### src/rtl/spi_mmio_pkg.sv
// Shared register offsets, bit positions and FSM encoding for the SPI MMIO master.
package spi_mmio_pkg;

  localparam logic [31:0] SPI_DATA_OFS  = 32'h0;
  localparam logic [31:0] SPI_CTRL_OFS  = 32'h4;

  localparam int SPI_RDY_BIT   = 0;
  localparam int SPI_BUSY_BIT  = 1;
  localparam int SPI_START_BIT = 2;

  typedef enum logic [1:0] {
    IDLE  = 2'd0,
    SETUP = 2'd1,
    XFER  = 2'd2,
    HOLD  = 2'd3
  } spi_state_e;

endpackage

### src/rtl/spi_master_core.sv
// SPI mode-0 byte engine: half-period divider, edge counter and TX/RX shifters.
module spi_master_core
  import spi_mmio_pkg::*;
#(
  parameter int CLK_DIV = 2
) (
  input  logic       clk,
  input  logic       rst_n,
  input  logic       start,
  input  logic [7:0] tx_byte,
  output logic [7:0] rx_byte,
  output logic       done,
  output logic       busy,
  input  logic       miso,
  output logic       mosi,
  output logic       ss,
  output logic       sck
);

  localparam int CW = (CLK_DIV > 1) ? $clog2(CLK_DIV) : 1;
  localparam logic [CW-1:0] CNT_MAX = CW'(CLK_DIV - 1);

  spi_state_e    state_q, state_d;
  logic [CW-1:0] cnt_q, cnt_d;
  logic [3:0]    bit_q, bit_d;
  logic          sck_q, sck_d;
  logic          ss_q, ss_d;
  logic [7:0]    tx_sh_q, tx_sh_d;
  logic [7:0]    rx_sh_q, rx_sh_d;
  logic          tick;

  always_ff @(posedge clk or negedge rst_n) begin
    if (!rst_n) begin
      state_q <= IDLE;
      cnt_q   <= '0;
      bit_q   <= '0;
      sck_q   <= 1'b0;
      ss_q    <= 1'b1;
      tx_sh_q <= '0;
      rx_sh_q <= '0;
    end else begin
      state_q <= state_d;
      cnt_q   <= cnt_d;
      bit_q   <= bit_d;
      sck_q   <= sck_d;
      ss_q    <= ss_d;
      tx_sh_q <= tx_sh_d;
      rx_sh_q <= rx_sh_d;
    end
  end

  assign tick = (cnt_q == CNT_MAX);

  always_comb begin
    state_d = state_q;
    cnt_d   = cnt_q;
    bit_d   = bit_q;
    sck_d   = sck_q;
    ss_d    = ss_q;
    tx_sh_d = tx_sh_q;
    rx_sh_d = rx_sh_q;
    done    = 1'b0;

    if (state_q != IDLE) cnt_d = tick ? '0 : cnt_q + CW'(1);

    case (state_q)
      IDLE: begin
        cnt_d = '0;
        bit_d = '0;
        if (start) begin
          state_d = SETUP;
          ss_d    = 1'b0;
          tx_sh_d = tx_byte;
          rx_sh_d = '0;
        end
      end
      SETUP: begin
        // leaving SETUP is the first sck rise
        if (tick) begin
          state_d = XFER;
          sck_d   = 1'b1;
          rx_sh_d = {rx_sh_q[6:0], miso};
        end
      end
      XFER: begin
        if (tick) begin
          bit_d = bit_q + 4'd1;
          if (bit_q == 4'd15) begin
            state_d = HOLD;
            sck_d   = 1'b0;
          end else if (sck_q) begin
            sck_d   = 1'b0;
            tx_sh_d = {tx_sh_q[6:0], 1'b0};
          end else begin
            sck_d   = 1'b1;
            rx_sh_d = {rx_sh_q[6:0], miso};
          end
        end
      end
      HOLD: begin
        if (tick) begin
          state_d = IDLE;
          ss_d    = 1'b1;
          done    = 1'b1;
        end
      end
      default: state_d = IDLE;
    endcase
  end

  assign busy    = (state_q != IDLE);
  assign rx_byte = rx_sh_q;
  assign mosi    = tx_sh_q[7];
  assign ss      = ss_q;
  assign sck     = sck_q;

endmodule

### src/rtl/spi_mmio_master.sv
// Bus-facing SPI master: DATA/CTRL decode, TX/RX holding registers, sticky rdy.
module spi_mmio_master
  import spi_mmio_pkg::*;
#(
  parameter int CLK_DIV = 2
) (
  input  logic        clk,
  input  logic        rst,
  input  logic        sel,
  input  logic        we,
  input  logic [31:0] addr,
  input  logic [31:0] wd,
  output logic [31:0] rd,
  input  logic        miso,
  output logic        mosi,
  output logic        ss,
  output logic        sck
);

  logic [7:0]  tx_q, tx_d;
  logic [7:0]  rx_q, rx_d;
  logic        rdy_q, rdy_d;
  logic        wr_data, wr_ctrl, start, busy, done;
  logic [7:0]  rx_byte;
  logic [31:0] status;
  logic        unused_bits;

  assign unused_bits = ^{addr[31:3], addr[1:0], wd[31:8]};

  assign wr_data = sel & we & (addr[2] == SPI_DATA_OFS[2]);
  assign wr_ctrl = sel & we & (addr[2] == SPI_CTRL_OFS[2]);
  assign start   = wr_ctrl & wd[SPI_START_BIT] & ~busy;

  always_ff @(posedge clk or negedge rst) begin
    if (!rst) begin
      tx_q  <= '0;
      rx_q  <= '0;
      rdy_q <= 1'b0;
    end else begin
      tx_q  <= tx_d;
      rx_q  <= rx_d;
      rdy_q <= rdy_d;
    end
  end

  always_comb begin
    tx_d  = tx_q;
    rx_d  = rx_q;
    rdy_d = rdy_q;
    if (wr_data && !busy) tx_d = wd[7:0];
    if (start) rdy_d = 1'b0;
    // completion lands rx, rdy and busy=0 on the same edge
    if (done) begin
      rx_d  = rx_byte;
      rdy_d = 1'b1;
    end
  end

  always_comb begin
    status               = '0;
    status[SPI_BUSY_BIT] = busy;
    status[SPI_RDY_BIT]  = rdy_q;
    if (!sel)         rd = '0;
    else if (addr[2]) rd = status;
    else              rd = {24'h0, rx_q};
  end

  spi_master_core #(.CLK_DIV(CLK_DIV)) u_core (
    .clk     (clk),
    .rst_n   (rst),
    .start   (start),
    .tx_byte (tx_q),
    .rx_byte (rx_byte),
    .done    (done),
    .busy    (busy),
    .miso    (miso),
    .mosi    (mosi),
    .ss      (ss),
    .sck     (sck)
  );

endmodule

### config.mk
export PLATFORM = sky130hd
export DESIGN_NAME = spi_mmio_master
export DESIGN_NICKNAME = d
export VERILOG_FILES = /design/src/rtl/spi_mmio_pkg.sv /design/src/rtl/spi_master_core.sv /design/src/rtl/spi_mmio_master.sv
export SDC_FILE = /design/constraint.sdc
export NUM_CORES = 1
export LEC_CHECK = 0
export BUFFER_PORTS_ARGS = -buffer_cell sky130_fd_sc_hd__clkbuf_2
export CORE_MARGIN = 3
export CORE_UTILIZATION = 49
export CTS_BUF_LIST = sky130_fd_sc_hd__clkbuf_4 sky130_fd_sc_hd__clkbuf_8
export DETAILED_ROUTE_END_ITERATION = 7
export PLACE_DENSITY = 0.94
export SLEW_MARGIN = 10
export SYNTH_ARGS = -nofsm -noshare
export SYNTH_HDL_FRONTEND = slang
export SYNTH_SLANG_ARGS = --single-unit
### constraint.sdc
create_clock -name clk -period 1.9 [get_ports clk]
set_input_delay 0.19 -clock clk [delete_from_list [all_inputs] [get_ports clk]]
set_output_delay 0.19 -clock clk [all_outputs]
set_load 0.1 [all_outputs]
# Word level (Yosys, flattened, before mapping)
# Cells that the tools add are included.
# totals
elab_cells	81
reg_bits	42
out_inout_bits	35
in_bits	69
# op_classes
eq_ne	12
reduce_logical	16
mux	34
addsub	2
bitwise_logic	7
# ops
operator	n
2-to-1 mux 8 bit	10
2-to-1 mux 32 bit	1
case mux 8 bit (3 select lines)	1
case mux 8 bit (2 select lines)	1
nonzero test 2 bit	6
2-to-1 mux 1 bit	11
2-to-1 mux 2 bit	5
!= test 2 x 1 -> 1 bit (second input constant)	5
AND reduction 5 bit	2
case mux 2 bit (4 select lines)	1
case mux 4 bit (2 select lines)	1
!= test 2 bit (second input constant)	3
AND reduction 3 bit	2
AND reduction 6 bit	1
bitwise AND 1 bit	5
adder 4 x 1 -> 4 bit (second input constant)	1
== test 2 bit (second input constant)	2
== test 4 bit (second input constant)	1
2-to-1 mux 4 bit	1
case mux 1 bit (2 select lines)	2
nonzero test 3 bit	1
== test 2 x 1 -> 1 bit (second input constant)	1
zero test 2 bit	1
NOT 1 bit	2
other kinds (4)	4

# Depth between registers and ports, before layout
# Gate-level depths: netlist (run 1).
# logic_depth
ltp_word	6
mapped_depth	7
mapped_depth_nobuf	6

# Modules after synthesis
# A second synthesis (run 1) with hierarchy kept.
# hier_totals
cells_unflattened	196
hier_area_um2	2228.4
# by_module_without_submodules
module	area_each_um2	instances	cells_per_inst	seq_area_each_um2
spi_master_core	1268.7	1	119	626.9
spi_mmio_master	959.7	1	77	425.4

# Worst setup path after synthesis (run 1)
# No wires, ideal clock.
# synth_timing
kind	register to output
startpoint	register u_core.state_q[0]
endpoint	output rd[1]
n_path_buf	1
path_stages_with_launch	7
path_slack_ps	-589
arrival_ps	2299
cell_sequence	dfrtp_1 inv_1 ha_1 clkbuf_8 inv_1 mux2i_1 nor2b_1
# synth_via
elab_chain_len	3
# synth_rtl
element	line	source
start, declared	spi_master_core.sv:23	spi_state_e state_q, state_d;
start signal, assigned	spi_master_core.sv:42	state_q <= state_d;
nonzero test 2 bit	spi_master_core.sv:111	assign busy = (state_q != IDLE);
2-to-1 mux 8 bit	spi_mmio_master.sv:64	else if (addr[2]) rd = status;
2-to-1 mux 32 bit	spi_mmio_master.sv:63	if (!sel) rd = '0;
end, declared	spi_mmio_master.sv:13	output logic [31:0] rd,
# No other way between the ends.

# Worst setup path after layout (run 1)
# layout_timing
startpoint	register u_core.state_q[0]
endpoint	register u_core.state_q[1]
# layout_via
elab_chain_len	5
elab_cells_between_ends	14
# layout_rtl
element	line	source
nonzero test 2 bit	spi_master_core.sv:111	
NOT 1 bit	spi_mmio_master.sv:32	assign start = wr_ctrl & wd[SPI_START_BIT] & ~busy;
bitwise AND 1 bit	spi_mmio_master.sv:32	
!= test 2 bit (no line)	--	
AND reduction 5 bit (no line)	--	
# Several ways; a longest one is shown, not always the timed one.
# A chain may end at the register's enable or synchronous reset.

==> results of run 1 <==
## kinds of logic after synthesis
logic type,count (synthesis)
xor+xnor,2
simple gates,47
other cells,1
compound gates,23
mux,36
fa+ha+maj,7
buf+inv,43
flops,42
## metrics by stage
stage	utilization, %	hold slack (ns)	std cells
6_report	58.4	0.123	287
5_1_grt	58.4	0.110	287
4_1_cts	57.1	0.111	283
3_5_place_dp	54.6	0.180	274
3_3_place_gp	54.6	0.182	274
2_1_floorplan	-	-0.106	224
## metal layers
| layer | global-route usage [%] | vias to the layer above | part of all wire [%] |
|---|---|---|---|
| li1 | - | 693 | - |
| met1 | 19.4 | 702 | 41 |
| met2 | 26.6 | 38 | 50 |
| met3 | 5.95 | 11 | 5.5 |
| met4 | 6.92 | 0 | 2.6 |
| met5 | 0 | - | 0 |
## Yosys cell counts (all sizes together), types with 2 or more instances
library cell / n
dfrtp: 41
buf: 28
mux2: 25
nand2: 22
o21ai: 13
inv: 12
mux2i: 11
ha: 7
and2: 6
nand3: 4
nor2b: 4
clkbuf: 3
nor2: 3
a21oi: 2
a22o: 2
a22oi: 2
nand2b: 2
nand4: 2
## state kept, by name, summed over array words and instances, names as in the netlist
register        count
rx_q                8
tx_q                8
u_core.rx_byte      8
u_core.tx_sh_q      8
u_core.bit_q        4
u_core.state_q      2
rdy_q               1
u_core.cnt_q        1
u_core.sck          1
u_core.ss           1
## placed cells by master, fill, tap and decap left out, drive strengths merged, types with 3 or more instances in the layout
cell type  synthesis  routed
o21ai             13      13
and2               6       6
dfrtp             41      41
mux2              25      25
nor2b              4       4
nor2               3       3
clkbuf             3      25
conb               1      24
nand2             22      22
mux2i             11      11
nand3              4       4
inv               12      12
ha                 7       7
buf               28      16
## worst min path at each step
stage | from | to | slack [ns] | cells past startpoint
floorplan | rst | rdy_q | -0.11 | 0
global placement | rst | rx_q[6] | 0.18 | 2
detailed placement | rst | rx_q[7] | 0.18 | 2
CTS | wd[3] | tx_q[3] | 0.11 | 2
global route | wd[7] | tx_q[7] | 0.11 | 2
finish | wd[3] | tx_q[3] | 0.12 | 2
## power breakdown
group,leakage [uW],internal (uW),switching [uW]
logic,0.000719,1090,1480
registers,0.000535,1260,241
clock network,0.0000498,304,298
total,0.00130,2650,2020
## timing repair
item	4_1_cts	5_1_grt
pin swaps	0	2
buffers inserted	0	4
setup endpoints to repair	2	18
gates resized for setup	3	8
hold endpoints to repair	41	0
hold buffers	1	0
## cell type report
type                            count  area (sq um)
Fill cell                         349          1830
Multi-Input combinational cell    139          1080
Sequential cell                    42          1050
Timing Repair Buffer               34           244
Clock buffer                        8          91.3
Tap cell                           52          65.1
Inverter                           12          45.0
==> results by group, run 1 <==
Outcome
  – Outcome: finished, violations left
  – Violated checks: negative setup slack

Global routing
  – Largest net degree at the start of global routing: 43
  – Number of global-route vias before repair: 1,413
  – Grt ovf: 0
  – Overall Global Routing Usage: 16.2%
  – First-pass GRT wire length: between 6000 and 7000 um
  – Initial antenna violation count: 0

Yosys
  – XOR/XNOR Fraction of Synth Area: 0.767%
  – Top_reg_cell synth: dfrtp_1
  – Biggest area consumer among synthesized cells: dfrtp_1
  – Top cell type's share of synthesized area: 44.9%
  – Synthesis Warnings: 0
  – Adder-Cell Fraction of Synth Area: under 10%
  – Syn_area_per_cell: about 11 sq um
  – Synth Area in Simple Gates: a little under an eighth
  – Number of flops mapped to enable cells by yosys: 0
  – Syn Std Cell Area: 0.00228 sq mm
  – Synth area leaders: dfrtp_1, mux2_2, buf_4
  – Ys async rst share: between 90% and 100%
  – Mux contribution to synthesized area: 18.3%
  – Post-synthesis cell type count: 40
  – Post-Syn Instances: approximately 200
  – Number of synthesized register bits: 42
  – Main combinational cell family by area after synthesis: multiplexers
  – Seq/Total Area, Yosys: 46.1%
  – Synth Area in Compound Gates: ~7.1%

Setup path
  – Worst reg-to-reg setup slack: -0.02 ns
  – Critical Path AT: 2.10 ns
  – CP Capture Point: u_core.state_q[1]
  – CP top delay family: flip-flops
  – Reg2Reg Capture Point: u_core.state_q[1]
  – Worst r2r src: u_core.state_q[0]
  – Largest stage delay, worst path: 0.44 ns
  – R2R depth: 6
  – Critical Path Fanout Max: 4
  – Critical path origin: u_core.state_q[0]
  – CP max-delay cell: dfrtp_2
  – Instance count on the critical path: 6
  – CP Buf/Inv Count: 1
  – Critical Path Source Type: flip-flop
  – Critical-path cell list: buf_4, ha_1, nor3_1, nor2_1, a221oi_2, mux2_1
  – Kind of critical path: reg -> reg
  – CP Capture Type: flip-flop
  – Worst EP required: 2.08 ns

STA
  – RSZ-0062 raised after global routing: true
  – Period utilisation layout: 101%
  – Max Clock Skew: slightly below 0.008 ns
  – Max-slew violations: 0
  – Worst-Margin Slew: about 0.54 ns
  – Fin crit period: 1.92 ns
  – Setup TNS: -0.0151 ns
  – Post-route setup slack: -0.0151 ns
  – Final hold vios: 0
  – Final setup viols: 1
  – Fmax: around 520 MHz
  – Max-slew headroom: about 64%

Route
  – First-pass DRT Iterations: 4
  – DRT antenna net count: 0
  – Via-to-Cell Ratio: slightly above 5
  – WL per Instance: 14.4 um
  – WL final: roughly 4100 um
  – DRC violations left: 0
  – Vias after detailed routing: 1,444
  – Drt first-iter violations: between 100 and 150

Placed design
  – Placed cell area: around 0.0024 sq mm
  – Port bufs: 24
  – Detail Placement HPWL: ~2800 um
  – Minimum setup slack after placement: -0.0175 ns
  – Gp weighted congestion: between 0.8 and 0.9

Clocking
  – Clk root buf: clkbuf_8
  – Clock transition at path regs: ~0.080 ns
  – Clock latency on the worst-skew pair: around 0.30 ns
  – CTS buffer count: 5
  – TritonCTS clock tree: yes
  – H-tree depth: 2
  – CTS Buffer Depth: 2
  – Sink Count: 42

Floorplan
  – # IOs: around 100
  – Number of core rows: 24
  – Die ar.: roughly 0.0055 sq mm
  – DIE WIDTH: around 74 um
  – Die H: 74.3 um
  – Core region area: between 0.004 and 0.005 sq mm
  – Initial Utilization: 51.7%

Cells and area
  – Final instance area: 0.00258 sq mm
  – Share of cells above drive strength 1: roughly 36%
  – Ant. Diodes: 0
  – Final net count: between 300 and 400
  – Area growth syn-to-layout: 13.0%

Power
  – Total Power: about 4700 uW
  – Max VDD drop: roughly 0.00081 V
  – Power per cell area: about 1800 mW/mm^2
  – Leakage: between 0.001 and 0.0015 uW

Min path
  – Worst hold path class: in -> reg

Flow run
  – Max cap viols: 0
Power figures use the tool's default switching activity.
==> run 2: changes to the inputs <==
Settings changed: CORE_MARGIN 3 to unset.
==> run 2 against run 1 <==
Compared with the run above: die area fell by 10%; cell area grew 1.8%; critical path depth is 1 higher; power up 6.2%; critical endpoint is now rd[1]; clock skew up 0.0044 ns; critical path type is now reg -> out; clock power up 46%; the run now ends clean; utilization grew 1.0 points; worst setup slack improved by 0.061 ns.
==> results by group, run 2 (synthesized netlist as in run 1, its figures left out) <==
Setup path
  – Critical Path Fanout Max: 8
  – Critical Path AT: between 1.5 and 2 ns
  – CP Capture Type: output port
  – Critical Path Source Type: flip-flop
  – Kind of critical path: reg -> out
  – Worst EP required: around 1.7 ns

Cells and area
  – Final core utilization: about three fifths
  – Ant. Diodes: 0
  – Commonest cells after routing, fill and taps aside: dfrtp_1, conb_1, nand2_1
  – Area growth syn-to-layout: 15.0%
  – Final net count: 310
  – Share of cells above drive strength 1: a little over a third
  – Cell Count, Final, Fillers Out: roughly 290
  – Commonest non-fill, non-tap cell in the layout: dfrtp_1

Route
  – Met2 wire length: ~2200 um
  – DR top layer: met4
  – Detail Route met3 WL: 235 um
  – WL per Instance: 14.9 um
  – Drt first-iter violations: 90
  – DRC violations left: 0
  – WL final: roughly 4300 um
  – First-pass DRT Iterations: 4
  – Via-to-Cell Ratio: between 5 and 6
  – Met1 WL: 1800 um
  – Vias after detailed routing: roughly 1,500
  – DRT antenna net count: 0

STA
  – Max Clock Skew: roughly 0.012 ns
  – Worst-Margin Slew: ~0.54 ns
  – Period utilisation layout: 97.6%
  – Max-slew violations: 0
  – Final hold vios: 0
  – Final setup viols: 0
  – Fin crit period: 1.85 ns
  – Setup TNS: 0 ns
  – Max-slew headroom: 63.9%
  – Fmax: 539 MHz

Clocking
  – H-tree depth: 2
  – CTS Buffer Depth: 2
  – TritonCTS clock tree: yes
  – Clock transition at path regs: approximately 0.08 ns
  – Sink Count: 42
  – Clk root buf: clkbuf_8
  – CTS buffer count: 5
  – Clock latency on the worst-skew pair: 0.30 ns

Floorplan
  – Die ar.: between 0.004 and 0.005 sq mm
  – Core region area: between 0.004 and 0.005 sq mm
  – DIE WIDTH: around 70 um
  – Number of core rows: 24
  – # IOs: 104
  – Initial Utilization: roughly 52%
  – Die H: around 70 um

Min path
  – Worst hold path class: in -> reg

Power
  – Power per cell area: around 1900 mW/mm^2
  – Leakage: between 0.001 and 0.0015 uW
  – Max VDD drop: about 0.00074 V
  – Total Power: 4950 uW

Global routing
  – Initial antenna violation count: 0
  – Number of global-route vias before repair: 1,471
  – Overall Global Routing Usage: between 10% and 20%
  – Largest net degree at the start of global routing: 19
  – Grt ovf: 0
  – First-pass GRT wire length: around 7200 um

Placed design
  – Placed insts: 274
  – Gp weighted congestion: approximately 0.77
  – Port bufs: 24
  – Detail Placement HPWL: around 2800 um

Flow run
  – Max cap viols: 0

Outcome
  – Outcome: complete, no violations
## run 2: worst paths after layout
path | end | start | slack [ns] | cells after the start
worst max-delay path | rd[1] | u_core.state_q[0] | 0.05 | 7
worst min-delay path | u_core.rx_byte[0] | miso | 0.11 | 3
worst max register to register | u_core.tx_sh_q[1] | u_core.state_q[1] | 0.07 | 6
worst min register to register | rx_q[3] | rx_q[3] | 0.48 | 2
max in group asynchronous | u_core.ss | rst | 0.95 | 3
min in group asynchronous | u_core.rx_byte[4] | rst | 0.36 | 2
## run 2: worst max-delay path, stage by stage (launching register included)
cell	delay, ns
dfrtp_1	0.39
inv_2	0.12
ha_4	0.19
buf_6	0.14
inv_1	0.07
mux2i_2	0.22
nor2b_4	0.07
buf_12	0.17
## run 2: layer usage
layer,up-vias,global-route usage [%]
met5,-,0
met4,0,7.78
met3,6,6.35
met2,53,31.1
met1,736,23.0
li1,691,-
## run 2: stage by stage
step / worst slack (ns) / hold WS (ns) / cell area, sq um
after floorplan: 0.0239 / -0.106 / 2380
final: 0.0457 / 0.115 / 2630
after global routing: -0.00686 / 0.107 / 2630
after global placement: 0.0890 / 0.143 / 2400
after detailed placement: 0.0663 / 0.145 / 2400
after CTS: 0.00607 / 0.110 / 2580
## run 2: repair_timing
| item | CTS | global route |
|---|---|---|
| hold endpoints to repair | 16 | 0 |
| setup endpoints to repair | 4 | 17 |
| pin swaps | 0 | 3 |
| gates resized for setup | 5 | 7 |
| hold buffers | 1 | 0 |
| buffers inserted | 2 | 2 |
## run 2: where the power goes
| group | internal (uW) | switching (uW) | leakage (uW) | total (uW) |
|---|---|---|---|---|
| Clock | 561 | 315 | 0.0000714 | 876 |
| Combinational | 1090 | 1510 | 0.000717 | 2590 |
| Sequential | 1250 | 231 | 0.000536 | 1480 |
| Total | 2900 | 2050 | 0.00132 | 4950 |
## run 2: final cells by class
cell class              count  area [sq um]
clock buffers               6          82.6
inverters                  12          45.0
multi-input cells         139          1080
fillers                   349          1790
well taps                  52          65.1
repair buffers             34           235
clock inverters             2          60.1
flip-flops and latches     42          1050
==> run 3: changes to the inputs <==
==> constraint.sdc (replaced) <==
create_clock -name clk -period 1.9 [get_ports clk]
set_input_delay 0.095 -clock clk [delete_from_list [all_inputs] [get_ports clk]]
set_output_delay 0.095 -clock clk [all_outputs]
set_load 0.1 [all_outputs]
==> run 3 against run 2 <==
Compared with the run above: clock power is 33% lower; critical path depth fell by 1; clock skew down 0.010 ns.
==> results by group, run 3 (synthesized netlist as in run 1, its figures left out) <==
STA
  – Period utilisation layout: 97.4%
  – Final hold vios: 0
  – Max-slew headroom: roughly 64%
  – Max-slew violations: 0
  – Worst-Margin Slew: around 0.54 ns
  – Fmax: between 500 and 600 MHz
  – Worst hold slack: 0.0282 ns
  – Final setup viols: 0
  – Fin crit period: between 1.5 and 2 ns
  – Max Clock Skew: 0.00195 ns
  – Post-route setup slack: ~0.049 ns
  – Setup TNS: 0 ns

Placed design
  – Placed insts: around 270
  – Minimum setup slack after placement: between 0.02 and 0.025 ns
  – Detail Placement HPWL: between 2000 and 3000 um
  – Gp weighted congestion: roughly 0.77
  – Port bufs: 24

Clocking
  – CTS Buffer Depth: 2
  – Clk root buf: clkbuf_8
  – TritonCTS clock tree: yes
  – Clock latency on the worst-skew pair: a little under 0.3 ns
  – Clock transition at path regs: about 0.070 ns
  – Sink Count: 42
  – H-tree depth: 2
  – CTS buffer count: 5

Route
  – WL final: 3660 um
  – Vias after detailed routing: 1,397
  – DRC violations left: 0
  – Via-to-Cell Ratio: 4.92
  – DRT antenna net count: 0
  – WL per Instance: approximately 13 um
  – First-pass DRT Iterations: 4
  – Drt first-iter violations: 45

Power
  – Leakage: 0.00128 uW
  – Max VDD drop: 0.000702 V
  – Power per cell area: between 1500 and 2000 mW/mm^2

Setup path
  – Critical Path Source Type: flip-flop
  – Worst EP required: 2.08 ns
  – Critical Path Fanout Max: 8
  – CP Capture Type: flip-flop
  – Critical Path AT: between 2 and 2.5 ns
  – Kind of critical path: reg -> reg

Floorplan
  – Die ar.: between 0.004 and 0.005 sq mm
  – Initial Utilization: between 50% and 60%
  – Die H: between 70 and 80 um
  – Number of core rows: 24
  – DIE WIDTH: between 70 and 80 um
  – Core region area: around 0.0044 sq mm
  – # IOs: around 100

Flow run
  – Max cap viols: 0

Cells and area
  – Area of the multi-input gates: 0.00106 sq mm
  – Cell Count, Final, Fillers Out: between 200 and 300
  – Final core utilization: ~57%
  – # fillers: ~370
  – Share of cells above drive strength 1: about a third
  – Area growth syn-to-layout: 9.70%
  – Commonest non-fill, non-tap cell in the layout: dfrtp_1
  – Final net count: about 310
  – Ant. Diodes: 0
  – Commonest cells after routing, fill and taps aside: dfrtp_1, conb_1, clkbuf_2
  – Sequential Area: 0.00105 sq mm

Global routing
  – Overall Global Routing Usage: 16.0%
  – First-pass GRT wire length: between 5000 and 6000 um
  – Initial antenna violation count: 0
  – Grt ovf: 0
  – Largest net degree at the start of global routing: 43
  – Number of global-route vias before repair: between 1,000 and 1,500

Outcome
  – Outcome: complete, no violations

Min path
  – Worst hold path class: in -> reg
[run 3: power breakdown]
group	switching (uW)	internal [uW]	total [uW]
registers	216	1250	1470
clock network	283	307	590
logic	1410	981	2390
[run 3: critical path: stages, from the launching register on]
cell and delay, ns:
dfrtp_2 0.44, inv_1 0.13, ha_2 0.29, nand2b_1 0.12
a22oi_2 0.27, nand2_4 0.16, mux2_4 0.33
[run 3: per-layer routing]
metal / wire length, um / vias up / GRT usage (%)
li1: - / 689 / -
met4: 49 / 0 / 7.56
met2: 1840 / 33 / 26.3
met3: 154 / 4 / 4.91
met5: 0 / - / 0
met1: 1610 / 671 / 19.1
[run 3: path summary, 6_finish.rpt]
path                              startpoint  slack [ns]  depth (start not counted)           endpoint
min reg2reg                          rx_q[5]        0.47                          2            rx_q[5]
max                        u_core.state_q[0]        0.05                          6  u_core.tx_sh_q[4]
max in group asynchronous                rst        1.13                          3  u_core.state_q[0]
min                                    wd[3]        0.03                          2            tx_q[3]
max reg2reg                u_core.state_q[0]        0.05                          6  u_core.tx_sh_q[4]
min in group asynchronous                rst        0.40                          3            rx_q[6]
[run 3: repair_timing]
item | CTS | global route
hold buffers | 1 | 0
hold endpoints to repair | 41 | 0
pin swaps | 0 | 1
resized for setup | 0 | 4
gates cloned | 0 | 0
buffers inserted | 0 | 1
setup endpoints to repair | 1 | 17
[run 3: area by class of cell]
class | count | area share [%]
inverters | 12 | 1.80
clock buffers | 7 | 3.60
clock inverters | 1 | 0.200
well taps | 52 | 2.60
repair buffers | 31 | 7.59
flip-flops and latches | 42 | 42.1
multi-input cells | 139 | 42.2
[run 3: per-stage QoR]
stage	total power, uW	instance area [sq um]
5_1_grt	4730	2500
3_3_place_gp	3700	2370
3_5_place_dp	3800	2370
6_report	4450	2500
4_1_cts	4400	2480
2_1_floorplan	3480	2370
